--- src/rtl/serial_subtractor_pkg.sv ---
// Shared types and constants for the bit-serial subtractor.
package serial_subtractor_pkg;

  localparam int unsigned DEFAULT_WIDTH = 8;

  typedef enum logic [1:0] {
    IDLE  = 2'd0,
    SHIFT = 2'd1,
    DONE  = 2'd2
  } state_t;

endpackage

--- src/rtl/serial_subtractor_cell.sv ---
// One-bit full subtractor built from two half-subtractor stages plus OR.
module full_subtractor_cell (
  input  logic x,
  input  logic y,
  input  logic bin,
  output logic d,
  output logic bout
);

  logic d1;
  logic b1;
  logic b2;

  // First half-subtractor x - y, second subtracts the incoming borrow.
  assign d1   = x ^ y;
  assign b1   = ~x & y;
  assign d    = d1 ^ bin;
  assign b2   = ~d1 & bin;
  assign bout = b1 | b2;

endmodule

--- src/rtl/serial_subtractor.sv ---
// LSB-first bit-serial subtractor (diff = a - b) with valid/ready on both sides.
module serial_subtractor
  import serial_subtractor_pkg::*;
#(
  parameter int unsigned WIDTH = DEFAULT_WIDTH
) (
  input  logic             clk,
  input  logic             rst,
  input  logic             in_valid,
  output logic             in_ready,
  input  logic [WIDTH-1:0] a,
  input  logic [WIDTH-1:0] b,
  output logic             out_valid,
  input  logic             out_ready,
  output logic [WIDTH-1:0] diff,
  output logic             borrow_out,
  output logic             busy
);

  localparam int unsigned CW = $clog2(WIDTH);
  localparam logic [CW-1:0] LAST = CW'(WIDTH - 1);

  state_t           state;
  state_t           state_next;
  logic [WIDTH-1:0] a_sh;
  logic [WIDTH-1:0] b_sh;
  logic [WIDTH-2:0] res;
  logic             borrow;
  logic [CW-1:0]    cnt;

  logic             cell_d;
  logic             cell_bout;
  logic             accept;
  logic             last_bit;
  logic             release_out;

  full_subtractor_cell u_cell (
    .x    (a_sh[0]),
    .y    (b_sh[0]),
    .bin  (borrow),
    .d    (cell_d),
    .bout (cell_bout)
  );

  assign in_ready = (state == IDLE);
  assign busy     = (state != IDLE);

  always_comb begin
    state_next  = state;
    accept      = 1'b0;
    last_bit    = 1'b0;
    release_out = 1'b0;
    unique case (state)
      IDLE: begin
        accept = in_valid;
        if (in_valid) state_next = SHIFT;
      end
      SHIFT: begin
        last_bit = (cnt == LAST);
        if (cnt == LAST) state_next = DONE;
      end
      DONE: begin
        release_out = out_valid && out_ready;
        if (out_valid && out_ready) state_next = IDLE;
      end
      default: state_next = IDLE;
    endcase
  end

  always_ff @(posedge clk) begin
    if (rst) begin
      state <= IDLE;
    end else begin
      state <= state_next;
    end
  end

  // res keeps only WIDTH-1 bits: the final digit is merged straight into diff.
  always_ff @(posedge clk) begin
    if (rst) begin
      a_sh       <= '0;
      b_sh       <= '0;
      res        <= '0;
      borrow     <= 1'b0;
      cnt        <= '0;
      diff       <= '0;
      borrow_out <= 1'b0;
      out_valid  <= 1'b0;
    end else begin
      if (accept) begin
        a_sh   <= a;
        b_sh   <= b;
        borrow <= 1'b0;
        cnt    <= '0;
      end
      if (state == SHIFT) begin
        a_sh   <= a_sh >> 1;
        b_sh   <= b_sh >> 1;
        res    <= (WIDTH-1)'({cell_d, res} >> 1);
        borrow <= cell_bout;
        if (!last_bit) cnt <= cnt + CW'(1);
      end
      if (last_bit) begin
        diff       <= {cell_d, res};
        borrow_out <= cell_bout;
        out_valid  <= 1'b1;
      end
      if (release_out) out_valid <= 1'b0;
    end
  end

endmodule
--- config.mk ---
export PLATFORM = sky130hd
export DESIGN_NAME = serial_subtractor
export DESIGN_NICKNAME = d
export VERILOG_FILES = /design/src/rtl/serial_subtractor_pkg.sv /design/src/rtl/serial_subtractor_cell.sv /design/src/rtl/serial_subtractor.sv
export SDC_FILE = /design/constraint.sdc
export NUM_CORES = 1
export LEC_CHECK = 0
export CAP_MARGIN = 20
export CORE_MARGIN = 2
export CORE_UTILIZATION = 51
export CTS_CLUSTER_SIZE = 10
export DETAILED_ROUTE_END_ITERATION = 10
export MAX_ROUTING_LAYER = met4
export PLACE_DENSITY = 0.76
export SYNTH_ARGS = -nofsm -noshare
export SYNTH_HDL_FRONTEND = slang
export SYNTH_SLANG_ARGS = --single-unit
--- constraint.sdc ---
create_clock -name clk -period 1.7 [get_ports clk]
set_input_delay 0.425 -clock clk [delete_from_list [all_inputs] [get_ports clk]]
set_output_delay 0.425 -clock clk [all_outputs]
set_load 0.01 [all_outputs]
**Yosys cells after proc, flatten, opt, wreduce, memory -nomap -nowiden**

Cells that the tools add are included.

- Memory bits (writable): 0
- Bits of input ports: 20
- Memories kept: 0
- Bits in latches: 0
- Register bits after elaboration: 39
- Bits in read-only memories: 0

- $mul: 0
- Eq/ne operators: 6
- $lt $le $gt $ge: 0
- Bitwise operators: 7
- Shift-type cells: 0
- Div/mod/pow operators: 0
- Reduce and logical (&&, ||, !) cells: 7
- $add $sub $neg: 1
- Mux-type cells: 16

Operators by type and width:

| operator | count |
|---|---|
| 7-bit 2-to-1 mux | 4 |
| 3-bit 2-to-1 mux | 3 |
| 2-bit 2-to-1 mux | 3 |
| 2-bit != test, second input constant | 3 |
| 2-bit one-hot mux with 3 select lines | 1 |
| 1-bit 2-to-1 mux | 5 |
| 2-bit nonzero test | 2 |
| 2-bit OR reduction | 2 |
| 3-bit by 1-bit adder with 3-bit output, second input constant | 1 |
| 3-bit equality test, second input constant | 1 |
| 3-bit AND reduction | 1 |
| 1-bit AND | 2 |
| 2-bit by 1-bit equality test with 1-bit output, second input constant | 1 |
| 2-bit equality test, second input constant | 1 |
| 2-bit zero test | 1 |
| 1-bit NOT | 2 |
| 1-bit XOR | 2 |
| 1-bit logical AND | 1 |
| 1-bit OR | 1 |

**Logic depth before layout (Yosys ltp)**

Gate-level depths: netlist of the first run.

- Depth after elaboration: 5
- Gate-level depth with buffers: 6
- Gate-level depth less buffers: 5

**Cells and area by module**

From an unflattened synthesis of the first run, not the netlist that was laid out.

- Cell total of the unflattened synthesis: 200
- Area, all modules: 1690.4 sq um

By module, submodules not included:

| module | area each (sq um) | cells each | instances |
|---|---|---|---|
| serial_subtractor | 1659.1 | 196 | 1 |
| full_subtractor_cell | 31.3 | 4 | 1 |

**Worst setup path after synthesis of the first run**

No wires, ideal clock.

- Kind: reg-to-reg
- Start point: register cnt[0]
- End point: register cnt[1]
- Path slack: 0.243 ns
- Required time: 1.568 ns
- Cell stages (with the launch flop): 6
- Arrival: 1.324 ns
- Clock period less this slack: 1.457 ns
- Setup time: 0.132 ns
- Cells stage by stage: dfxtp_1 ha_1 ha_1 or3b_2 nand3_1 a21oi_1

- Longest elaborated chain between the ends: 4
- Elaborated cells on any way between the ends: 5
- Classes of those cells: add/sub: 1; eq/ne: 1; mux: 3

RTL lines:

| what | RTL line | source |
|---|---|---|
| from (decl) | serial_subtractor.sv:29 | `logic [CW-1:0] cnt;` |
| from (signal assigned) | serial_subtractor.sv:101 | `if (!last_bit) cnt <= cnt + CW'(1);` |
| parallel branches: the longest is 2 deep, another holds 3-bit by 1-bit adder with 3-bit output | n/a |  |
| 3-bit 2-to-1 mux (*) | serial_subtractor.sv:101 |  |
| 3-bit 2-to-1 mux (*) | serial_subtractor.sv:96 | `if (state == SHIFT) begin` |

Mark *: on every way between the ends.
A chain may end at the register's enable or synchronous reset.

**Final worst setup path of the first run**

- Start point: register diff[4]
- End point: output diff[4]

RTL lines:

| what | RTL line | source |
|---|---|---|
| from (decl) | serial_subtractor.sv:15 | `output logic [WIDTH-1:0] diff,` |
| from (signal assigned) | serial_subtractor.sv:104 | `diff <= {cell_d, res};` |

No word-level cell between the ends.

==> summary.md, run 1 <==
| Metric | Value |
|---|---|
| Status | complete, no violations |
| Routed WL per cell | 13.0 microns |
| Ports | 32 |
| Die width | 61.5 microns |
| Vias per std cell | 5.25 |
| Cell variety after synth | 27 |
| Antenna Nets Post-Route | 0 |
| Worst skew pair latency | 0.35 ns |
| GPL Wtd Cong | 0.758 |
| Warning count from the yosys run | 0 |
| Iter 0 DRT Violations | 90 |
| Hold Path End | diff[3]$_SDFFE_PP0N_ |
| Critical Path End Type | primary output |
| CTS Buf Count | 5 |
| Largest net degree at the start of global routing | 40 |
| Crit-path max FO | 2 |
| Post-layout util | 67.8% |
| R2R Path Start | cnt[0]$_SDFF_PP0_ |
| Flops & latches, synth | 39 |
| Antenna violations before repair | 0 |
| Vias in the first global route | 1,386 |
| Area contributors post-synth | dfxtp_1 (46%), nand2_1 (12%), a21oi_1 (7.1%), a311oi_2 (5.3%), a311oi_1 (4.7%) |
| Nets | 249 |
| Fraction of layout cells with a size suffix above 1 | 11.1% |
| Setup WS post-layout | 0.0589 ns |
| Main flop type after synthesis | dfxtp_1 |
| CTS tree | built |
| Flop2flop setup slack | 0.12 ns |
| Actual slew at the worst max-slew pin | 0.343 ns |
| First drt pass iteration count | 4 |
| Via count | 1,417 |
| CP delay by family, top | buffers and inverters |
| Post-route minimum period | 1.64 ns |
| TritonCTS sink count | 39 |
| Post-synth EDFFs | 0 |
| LEAKAGE | 0.926 nW |
| Pwr Total | 1.74 mW |
| Critical Path Source Type | flop |
| Cell area after synthesis | 1690 sq um |
| Fin crit share | 96.5% |
| Area Overhead vs Synth | 24.7% |
| Register area share after synthesis | 46.3% |
| Slew headroom | 77.1% |
| Final hold vios | 0 |
| Hpwl dp | 2350 microns |
| Peak supply drop | 0.582 mV |
| Level count of the clock H-tree | 2 |
| Final setup viols | 0 |
| Pwr Density | 829 nW/um^2 |
| First-pass GRT wire length | 5780 microns |
| Fillers | 290 |
| Hold crit path type | flop to flop |
| Die height | 61.5 microns |
| CP max stage cell | clkdlybuf4s50_1 |
| Maximum clock rate | 609 MHz |
| Clk slew on worst S/H paths | 0.11 ns |
| Root buffer cell | clkbuf_4 |
| Mapped Cells | 197 |
| Required @ worst endpoint | 1.27 ns |
| Area leader, netlist | dfxtp_1 |
| Die ar. | 3780 sq um |
| Kind of critical path | flop to primary output |
| Port bufs | 31 |
| Share of the synthesized area in the top cell type | 46.3% |
| Asr flop ratio synth | 0% |
| Clk_skew | 0.0104 ns |
| DRC viols | 0 |
| Hold_sp | diff[3]$_SDFFE_PP0N_ |
| Crit path arrival time | 1.22 ns |
| Syn Area/Cell | 8.56 sq um |
| Starting Density | 54.4% |
| Maxcap violations | 0 |
| Cell breakdown of the critical path | clkdlybuf4s50_1 |
| Diode count | 0 |
| Remaining global-route overflow | 0 |
| Core Area | 3100 sq um |
| Synth Net Count | 220 |
| CP Buf/Inv Count | 1 |
| Tot GR Track Use | 21.6% |
| Cell count of the worst reg-to-reg path | 5 |
| Commonest non-fill, non-tap cells in the layout | nand2_1 (53), dfxtp_1 (39), a21oi_1 (24), clkdlybuf4s50_1 (20), nor2_1 (15) |
| Hold path cells | 2 |
| Slowest cell delay on critical path | 0.53 ns |
| Final Routed Wirelength | 3520 microns |
| Place WS | -0.106 ns |
| Worst R2R End | cnt[0]$_SDFF_PP0_ |
| Final-report max-slew violation count | 0 |
| Cell Rows | 20 |
| RSZ-0062 raised after global routing | no |
| CTS max path bufs | 2 |
| Commonest non-fill, non-tap cell in the layout | nand2_1 |
how the worst max path moves through the flow:
stage                                    start              endpoint  cells after the start
final                     diff[4]$_SDFFE_PP0N_               diff[4]                      1
after global routing      diff[4]$_SDFFE_PP0N_               diff[4]                      1
after CTS                 diff[0]$_SDFFE_PP0N_               diff[0]                      1
after detailed placement              in_valid  b_sh[7]$_SDFFE_PP0P_                      4
after global placement                in_valid  a_sh[7]$_SDFFE_PP0P_                      4
after floorplan              cnt[0]$_SDFF_PP0_     cnt[1]$_SDFF_PP0_                      5
area by class of cell:
| type | instances | area [sq um] | area share (%) |
|---|---|---|---|
| inverter | 3 | 11.3 | 0.535 |
| timing repair buffer | 39 | 424 | 20.2 |
| sequential | 39 | 781 | 37.1 |
| clock buffer | 6 | 51.3 | 2.44 |
| multi-input combinational | 138 | 776 | 36.9 |
| tap | 44 | 55.1 | 2.62 |
| clock inverter | 1 | 5.00 | 0.238 |
metal layers:
metal / vias to the layer above / GRT usage [%] / wire (microns)
met1: 660 / 24.0 / 1560
met2: 26 / 35.8 / 1750
met3: 6 / 7.14 / 151
li1: 725 / - / -
met4: 0 / 8.21 / 53
met5: - / - / 0
cells in the mapped netlist (2+ instances only):
cell type,instances
buf_4,3
dfxtp_1,39
a311oi_2,6
buf_2,4
a21oi_1,24
nand2_1,53
nand2b_1,4
nor3_1,2
nand3_1,12
inv_1,3
a311oi_1,9
mux2i_1,2
nor2_1,15
buf_6,4
buf_1,2
clkbuf_1,3
ha_1,2
power by group:
group	total [mW]	internal [mW]	switching, mW
logic	0.275	0.133	0.142
clock network	0.486	0.192	0.294
registers	0.983	0.958	0.0246
sequential cells by signal, indices dropped and copies added, names as in the netlist:
signal	cells
state	2
cnt	3
diff	8
borrow	1
borrow_out	1
res	7
out_valid	1
b_sh	8
a_sh	8
through the flow:
stage               area (sq um)  hold WS, ns  cells  TNS [ns]
finish                      2100        0.461    270         0
global placement            2030        0.446    263   -0.0748
global route                2100        0.477    270         0
floorplan                   1690        0.437    197         0
CTS                         2080        0.464    270         0
detailed placement          2030        0.448    263    -0.328
logic make-up after synthesis:
family | Yosys count | synth area share [%]
adders and majority gates | 3 | 2.67
AOI/OAI and AO/OA | 41 | 18.3
muxes | 2 | 1.19
DFF | 39 | 46.3
buffers and inverters | 20 | 8.16
and+or+nand+nor | 92 | 23.4
repair_timing:
| action | 4_1_cts | 5_1_grt |
|---|---|---|
| setup endpoints to repair | 3 | 11 |
| setup buffers | 0 | 0 |
| gates resized for setup | 3 | 9 |
| hold buffers | 0 | 0 |
| gates cloned | 0 | 0 |
| hold endpoints to repair | 0 | 0 |
(Power assumes the default switching activity.)
==> run 2, diff against run 1 <==
--- a/config.mk
+++ b/config.mk
@@ -11,7 +11,7 @@
 export CTS_CLUSTER_SIZE = 10
 export DETAILED_ROUTE_END_ITERATION = 10
 export MAX_ROUTING_LAYER = met4
-export PLACE_DENSITY = 0.76
+export PLACE_DENSITY_LB_ADDON = 0.2
 export SYNTH_ARGS = -nofsm -noshare
 export SYNTH_HDL_FRONTEND = slang
 export SYNTH_SLANG_ARGS = --single-unit
==> run 2 against run 1 <==
Against the previous run: critical path type unchanged; critical endpoint is now diff[1]; fmax down 0.76%; global-route usage down 0.77 points; worst hold slack better by 0.0087 ns; register-to-register slack better by 0.02 ns; core utilization down 0.12 points.
==> summary.md, run 2 (synthesized netlist as in run 1, its figures left out) <==
| Metric | Value |
|---|---|
| Status | complete, no violations (unchanged) |
| Fraction of layout cells with a size suffix above 1 | 11.5% (was 11.1%) |
| Final setup viols | 0 (unchanged) |
| Hold Path End | diff[4]$_SDFFE_PP0N_ (was diff[3]$_SDFFE_PP0N_) |
| Vias per std cell | 5.24 (was 5.25) |
| Area Overhead vs Synth | 24.5% (was 24.7%) |
| CTS Buf Count | 5 (unchanged) |
| TritonCTS sink count | 39 (unchanged) |
| Nets | 249 (unchanged) |
| Flop2flop setup slack | 0.14 ns (was 0.12 ns) |
| Slowest cell delay on critical path | 0.54 ns (was 0.53 ns) |
| Post-route minimum period | 1.65 ns (was 1.64 ns) |
| Hold_sp | diff[4]$_SDFFE_PP0N_ (was diff[3]$_SDFFE_PP0N_) |
| Pwr Density | 848 nW/um^2 (was 829 nW/um^2) |
| Hpwl dp | 2290 microns (was 2350 microns) |
| Worst skew pair latency | 0.34 ns (was 0.35 ns) |
| Ports | 32 (unchanged) |
| Cell count of the worst reg-to-reg path | 5 (unchanged) |
| Final hold vios | 0 (unchanged) |
| Sw frac | 25.3% (was 26.4%) |
| Critical Path Source Type | flop (unchanged) |
| Hold crit path type | flop to flop (unchanged) |
| Clk slew on worst S/H paths | 0.11 ns (about the same) |
| CP max stage cell | clkdlybuf4s50_1 (unchanged) |
| GPL Wtd Cong | 0.748 (was 0.758) |
| Crit-path max FO | 2 (unchanged) |
| Largest net degree at the start of global routing | 40 (unchanged) |
| Fin crit share | 97.3% (was 96.5%) |
| CTS Hold Buffers Added | 0 (unchanged) |
| CP Buf/Inv Count | 1 (unchanged) |
| Dpl cells | 263 (unchanged) |
| Antenna Nets Post-Route | 0 (unchanged) |
| Cell breakdown of the critical path | clkdlybuf4s50_1 (unchanged) |
| CP delay by family, top | buffers and inverters (unchanged) |
| Crit path arrival time | 1.23 ns (was 1.22 ns) |
| Final Routed Wirelength | 3430 microns (was 3520 microns) |
| Core Area | 3100 sq um (unchanged) |
| Int Pwr | 1.33 mW (was 1.28 mW) |
| Largest registers | a_sh (8), b_sh (8), diff (8) (unchanged) |
| Port bufs | 31 (unchanged) |
| Clk_skew | 0.00602 ns (was 0.0104 ns) |
| Sequential power share | 55.2% (was 56.4%) |
| Remaining global-route overflow | 0 (unchanged) |
| LEAKAGE | 0.890 nW (was 0.926 nW) |
| Maximum clock rate | 605 MHz (was 609 MHz) |
| Final-report max-slew violation count | 0 (unchanged) |
| Critical Path End Type | primary output (unchanged) |
| Tot GR Track Use | 20.8% (was 21.6%) |
| Pwr Total | 1.78 mW (was 1.74 mW) |
| DRC viols | 0 (unchanged) |
| Commonest non-fill, non-tap cell in the layout | nand2_1 (unchanged) |
| # Post-CTS Setup Buffers | 0 (unchanged) |
| Routed WL per cell | 12.7 microns (was 13.0 microns) |
| Clock power frac | 30.0% (was 27.9%) |
| Final instance count without filler cells | 271 (was 270) |
| Diode count | 0 (unchanged) |
| RSZ-0062 raised after global routing | no (unchanged) |
| Die width | 61.5 microns (unchanged) |
| First-pass GRT wire length | 5620 microns (was 5780 microns) |
| Die height | 61.5 microns (unchanged) |
| Iter 0 DRT Violations | 58 (was 90) |
| Antenna violations before repair | 0 (unchanged) |
| Cell Rows | 20 (unchanged) |
| Kind of critical path | flop to primary output (unchanged) |
| First drt pass iteration count | 4 (unchanged) |
| Worst R2R End | cnt[2]$_SDFF_PP0_ (was cnt[0]$_SDFF_PP0_) |
| Hold path cells | 2 (unchanged) |
| P_sw | 0.451 mW (was 0.461 mW) |
| Via count | 1,419 (was 1,417) |
| Level count of the clock H-tree | 2 (unchanged) |
| CTS tree | built (unchanged) |
| Commonest non-fill, non-tap cells in the layout | nand2_1 (53), dfxtp_1 (38), a21oi_1 (24), clkdlybuf4s50_1 (22), nor2_1 (15) (was nand2_1 (53), dfxtp_1 (39), a21oi_1 (24), clkdlybuf4s50_1 (20), nor2_1 (15)) |
| Root buffer cell | clkbuf_4 (unchanged) |
| Actual slew at the worst max-slew pin | 0.354 ns (was 0.343 ns) |
| CTS max path bufs | 2 (unchanged) |
| Slew headroom | 76.3% (was 77.1%) |
| Starting Density | 54.4% (unchanged) |
| Die ar. | 3780 sq um (unchanged) |
| R2R Path Start | cnt[0]$_SDFF_PP0_ (unchanged) |
| Vias in the first global route | 1,291 (was 1,386) |
| Required @ worst endpoint | 1.27 ns (about the same) |
| Comb pwr share | 14.8% (was 15.8%) |
| Peak supply drop | 0.503 mV (was 0.582 mV) |
| Maxcap violations | 0 (unchanged) |
[run 2: cell types whose count changed in the layout (fill, tap and decap cells not counted), sizes merged]
cell,delta
clkinv,-1
dlymetal6s2s,-2
clkbuf,+2
clkdlybuf4s50,+2
[run 2: how the worst max path moves through the flow]
stage | from | end | cells after the start
4_1_cts | diff[5]$_SDFFE_PP0N_ | diff[5] | 1
2_1_floorplan | cnt[0]$_SDFF_PP0_ | cnt[1]$_SDFF_PP0_ | 5
5_1_grt | diff[3]$_SDFFE_PP0N_ | diff[3] | 1
6_report | diff[1]$_SDFFE_PP0N_ | diff[1] | 1
3_3_place_gp | in_valid | b_sh[7]$_SDFFE_PP0P_ | 4
3_5_place_dp | in_valid | a_sh[7]$_SDFFE_PP0P_ | 4
[run 2: layout make-up]
cell class | instances | area, sq um
Clock buffer | 8 | 68.8
Inverter | 3 | 11.3
Timing Repair Buffer | 39 | 407
Sequential cell | 39 | 782
Fill cell | 267 | 1000
Tap cell | 44 | 55.1
Multi-Input combinational cell | 138 | 776
[run 2: through the flow]
| stage | util, % | setup WS [ns] | instance area (sq um) | hold slack, ns | setup TNS (ns) |
|---|---|---|---|---|---|
| after global routing | 67.7 | 0.00685 | 2100 | 0.480 | 0 |
| after detailed placement | 64.9 | -0.163 | 2010 | 0.447 | -0.303 |
| after floorplan | - | 0.243 | 1690 | 0.437 | 0 |
| after CTS | 67.0 | 0.00930 | 2080 | 0.470 | 0 |
| after global placement | 64.9 | -0.0411 | 2010 | 0.444 | -0.0786 |
| final | 67.7 | 0.0464 | 2100 | 0.470 | 0 |
[run 2: routing by layer]
metal / global-route usage, % / share of wire [%]
met3: 6.93 / 4.8
met4: 6.38 / 1.5
met5: - / 0
met2: 34.1 / 48
met1: 24.0 / 45
[run 2: tightest hold or removal path, cell delays in order (launching register included)]
cell	delay, ns
dfxtp_1	0.33
nand2_1	0.05
a21oi_1	0.06
[run 2: power groups by stage]
stage               sequential (mW)  clock [mW]  combinational (mW)
floorplan                     0.997           0               0.192
global placement               1.00           0               0.260
detailed placement             1.00           0               0.267
CTS                           0.983       0.547               0.265
global route                  0.991       0.584               0.291
finish                        0.983       0.533               0.263
[run 2: what timing repair did]
item / 4_1_cts / 5_1_grt
resized for setup: 4 / 7
setup endpoints to repair: 3 / 9
endpoints found under the hold margin: 0 / 0
==> run 3, diff against run 2 <==
--- a/config.mk
+++ b/config.mk
@@ -12,6 +12,8 @@
 export DETAILED_ROUTE_END_ITERATION = 10
 export MAX_ROUTING_LAYER = met4
 export PLACE_DENSITY_LB_ADDON = 0.2
+export REMOVE_ABC_BUFFERS = 1
+export SLEW_MARGIN = 40
 export SYNTH_ARGS = -nofsm -noshare
 export SYNTH_HDL_FRONTEND = slang
 export SYNTH_SLANG_ARGS = --single-unit
==> run 3 against run 2 <==
Against the previous run: worst hold slack lost 0.014 ns; combinational power is essentially flat; sequential power is essentially flat; register-to-register slack is essentially flat; highest routed layer unchanged.
==> summary.md, run 3 (synthesized netlist as in run 1, its figures left out) <==
| Metric | Value |
|---|---|
| Maximum clock rate | 605 MHz (about the same) |
| Clk slew on worst S/H paths | 0.11 ns (about the same) |
| Area Overhead vs Synth | 25.4% (was 24.5%) |
| Port bufs | 31 (unchanged) |
| Iter 0 DRT Violations | 57 (was 58) |
| CTS Hold Buffers Added | 0 (unchanged) |
| Top sig layer | met4 (unchanged) |
| Antenna Nets Post-Route | 0 (unchanged) |
| Kind of critical path | flop to primary output (unchanged) |
| Remaining global-route overflow | 0 (unchanged) |
| CTS max path bufs | 2 (unchanged) |
| Critical Path Source Type | flop (unchanged) |
| Largest net degree at the start of global routing | 40 (unchanged) |
| CP Buf/Inv Count | 1 (unchanged) |
| Nets | 248 (was 249) |
| Fin crit share | 97.3% (about the same) |
| CP delay by family, top | buffers and inverters (unchanged) |
| Cell breakdown of the critical path | clkdlybuf4s50_1 (unchanged) |
| Core Area | 3100 sq um (unchanged) |
| Commonest non-fill, non-tap cell in the layout | nand2_1 (unchanged) |
| Ports | 32 (unchanged) |
| Hold crit path type | flop to flop (unchanged) |
| Worst path depth | 1 (unchanged) |
| Setup crit start | borrow_out$_SDFFE_PP0N_ (was diff[1]$_SDFFE_PP0N_) |
| Post-route minimum period | 1.65 ns (about the same) |
| CP max stage cell | clkdlybuf4s50_1 (unchanged) |
| Fillers | 286 (was 267) |
| Crit path arrival time | 1.23 ns (about the same) |
| Pwr Density | 885 nW/um^2 (was 848 nW/um^2) |
| Final Routed Wirelength | 3050 microns (was 3430 microns) |
| Post-layout util | 68.2% (was 67.7%) |
| Final setup viols | 0 (unchanged) |
| Slowest cell delay on critical path | 0.54 ns (about the same) |
| Tot GR Track Use | 18.4% (was 20.8%) |
| DR WL met2 | 1530 microns (was 1650 microns) |
| Antenna violations before repair | 0 (unchanged) |
| Met1 wire length | 1290 microns (was 1560 microns) |
| Slew headroom | 75.1% (was 76.3%) |
| Worst R2R End | cnt[2]$_SDFF_PP0_ (unchanged) |
| TritonCTS sink count | 39 (unchanged) |
| Die height | 61.5 microns (unchanged) |
| Via count | 1,401 (was 1,419) |
| GPL Wtd Cong | 0.740 (was 0.748) |
| DRC viols | 0 (unchanged) |
| Crit-path max FO | 2 (unchanged) |
| Cell count of the worst reg-to-reg path | 6 (was 5) |
| DR WL met3 | 190 microns (was 164 microns) |
| Vias in the first global route | 1,261 (was 1,291) |
| Final-report max-slew violation count | 0 (unchanged) |
| LEAKAGE | 0.905 nW (was 0.890 nW) |
| Pwr Total | 1.87 mW (was 1.78 mW) |
| First-pass GRT wire length | 5090 microns (was 5620 microns) |
| Root buffer cell | clkbuf_4 (unchanged) |
| Status | complete, no violations (unchanged) |
| Actual slew at the worst max-slew pin | 0.373 ns (was 0.354 ns) |
| Required @ worst endpoint | 1.27 ns (about the same) |
| Diode count | 0 (unchanged) |
| Worst skew pair latency | 0.34 ns (about the same) |
| RSZ-0062 raised after global routing | no (unchanged) |
| First drt pass iteration count | 6 (was 4) |
| Cell Rows | 20 (unchanged) |
| Hpwl dp | 2030 microns (was 2290 microns) |
| Fraction of layout cells with a size suffix above 1 | 11.1% (was 11.5%) |
| # Post-CTS Setup Buffers | 0 (unchanged) |
| Clk_skew | 0.00869 ns (was 0.00602 ns) |
| Starting Density | 54.4% (unchanged) |
| Place WS | -0.0590 ns (was -0.163 ns) |
| Vias per std cell | 5.19 (was 5.24) |
| Setup WS post-layout | 0.0462 ns (was 0.0464 ns) |
| CTS Buf Count | 5 (unchanged) |
| R2R Path Start | cnt[0]$_SDFF_PP0_ (unchanged) |
| Maxcap violations | 0 (unchanged) |
| Final hold vios | 0 (unchanged) |
| Die width | 61.5 microns (unchanged) |
| Routed WL per cell | 11.3 microns (was 12.7 microns) |
| Peak supply drop | 0.697 mV (was 0.503 mV) |
| Largest registers | a_sh (8), b_sh (8), diff (8) (unchanged) |
| Last element of the critical path | borrow_out (was diff[1]) |
| Die ar. | 3780 sq um (unchanged) |
| Critical Path End Type | primary output (unchanged) |
| Commonest non-fill, non-tap cells in the layout | nand2_1 (53), dfxtp_1 (38), a21oi_1 (24), clkdlybuf4s50_1 (22), nor2_1 (15) (unchanged) |
| Level count of the clock H-tree | 2 (unchanged) |
| CTS tree | built (unchanged) |
| Flop2flop setup slack | 0.15 ns (was 0.14 ns) |
[run 3: layer usage]
layer,up-vias,track usage (%)
met2,39,32.5
met3,5,3.78
met4,0,6.69
met1,630,20.2
li1,727,-
met5,-,-
[run 3: report_power, final]
part / switching, mW / internal [mW] / leakage [nW]
combinational: 0.136 / 0.128 / 0.541
clock: 0.316 / 0.310 / 0.0452
sequential: 0.0232 / 0.959 / 0.319
total: 0.476 / 1.40 / 0.905
[run 3: worst min-delay path by stage]
stage                                       to  depth (start not counted)  slack, ns                 start
after global routing      diff[5]$_SDFFE_PP0N_                          2       0.47  diff[5]$_SDFFE_PP0N_
after global placement    diff[3]$_SDFFE_PP0N_                          2       0.44  diff[3]$_SDFFE_PP0N_
final                     diff[6]$_SDFFE_PP0N_                          2       0.46  diff[6]$_SDFFE_PP0N_
after CTS                 diff[5]$_SDFFE_PP0N_                          2       0.46  diff[5]$_SDFFE_PP0N_
after floorplan            res[0]$_SDFFE_PP0N_                          2       0.43   res[0]$_SDFFE_PP0N_
after detailed placement  diff[5]$_SDFFE_PP0N_                          2       0.45  diff[5]$_SDFFE_PP0N_
[run 3: through the flow]
step | hold WS [ns] | setup TNS [ns] | std cells | area [sq um]
CTS | 0.462 | 0 | 270 | 2100
global placement | 0.441 | -0.0714 | 262 | 2020
global route | 0.473 | 0 | 270 | 2120
floorplan | 0.431 | -10.28 | 180 | 1560
finish | 0.456 | 0 | 270 | 2120
detailed placement | 0.446 | -0.146 | 262 | 2020
[run 3: layout make-up]
cell class / instances / area [sq um] / area share (%)
Sequential cell: 39 / 782 / 37.0
Multi-Input combinational cell: 138 / 771 / 36.4
Timing Repair Buffer: 38 / 415 / 19.6
Tap cell: 44 / 55.1 / 2.60
Clock inverter: 3 / 43.8 / 2.07
Clock buffer: 5 / 37.5 / 1.77
Inverter: 3 / 11.3 / 0.532
[run 3: timing repair]
action / CTS / global route
pin swaps: 0 / 0
setup endpoints to repair: 3 / 7
gates resized for setup: 3 / 7
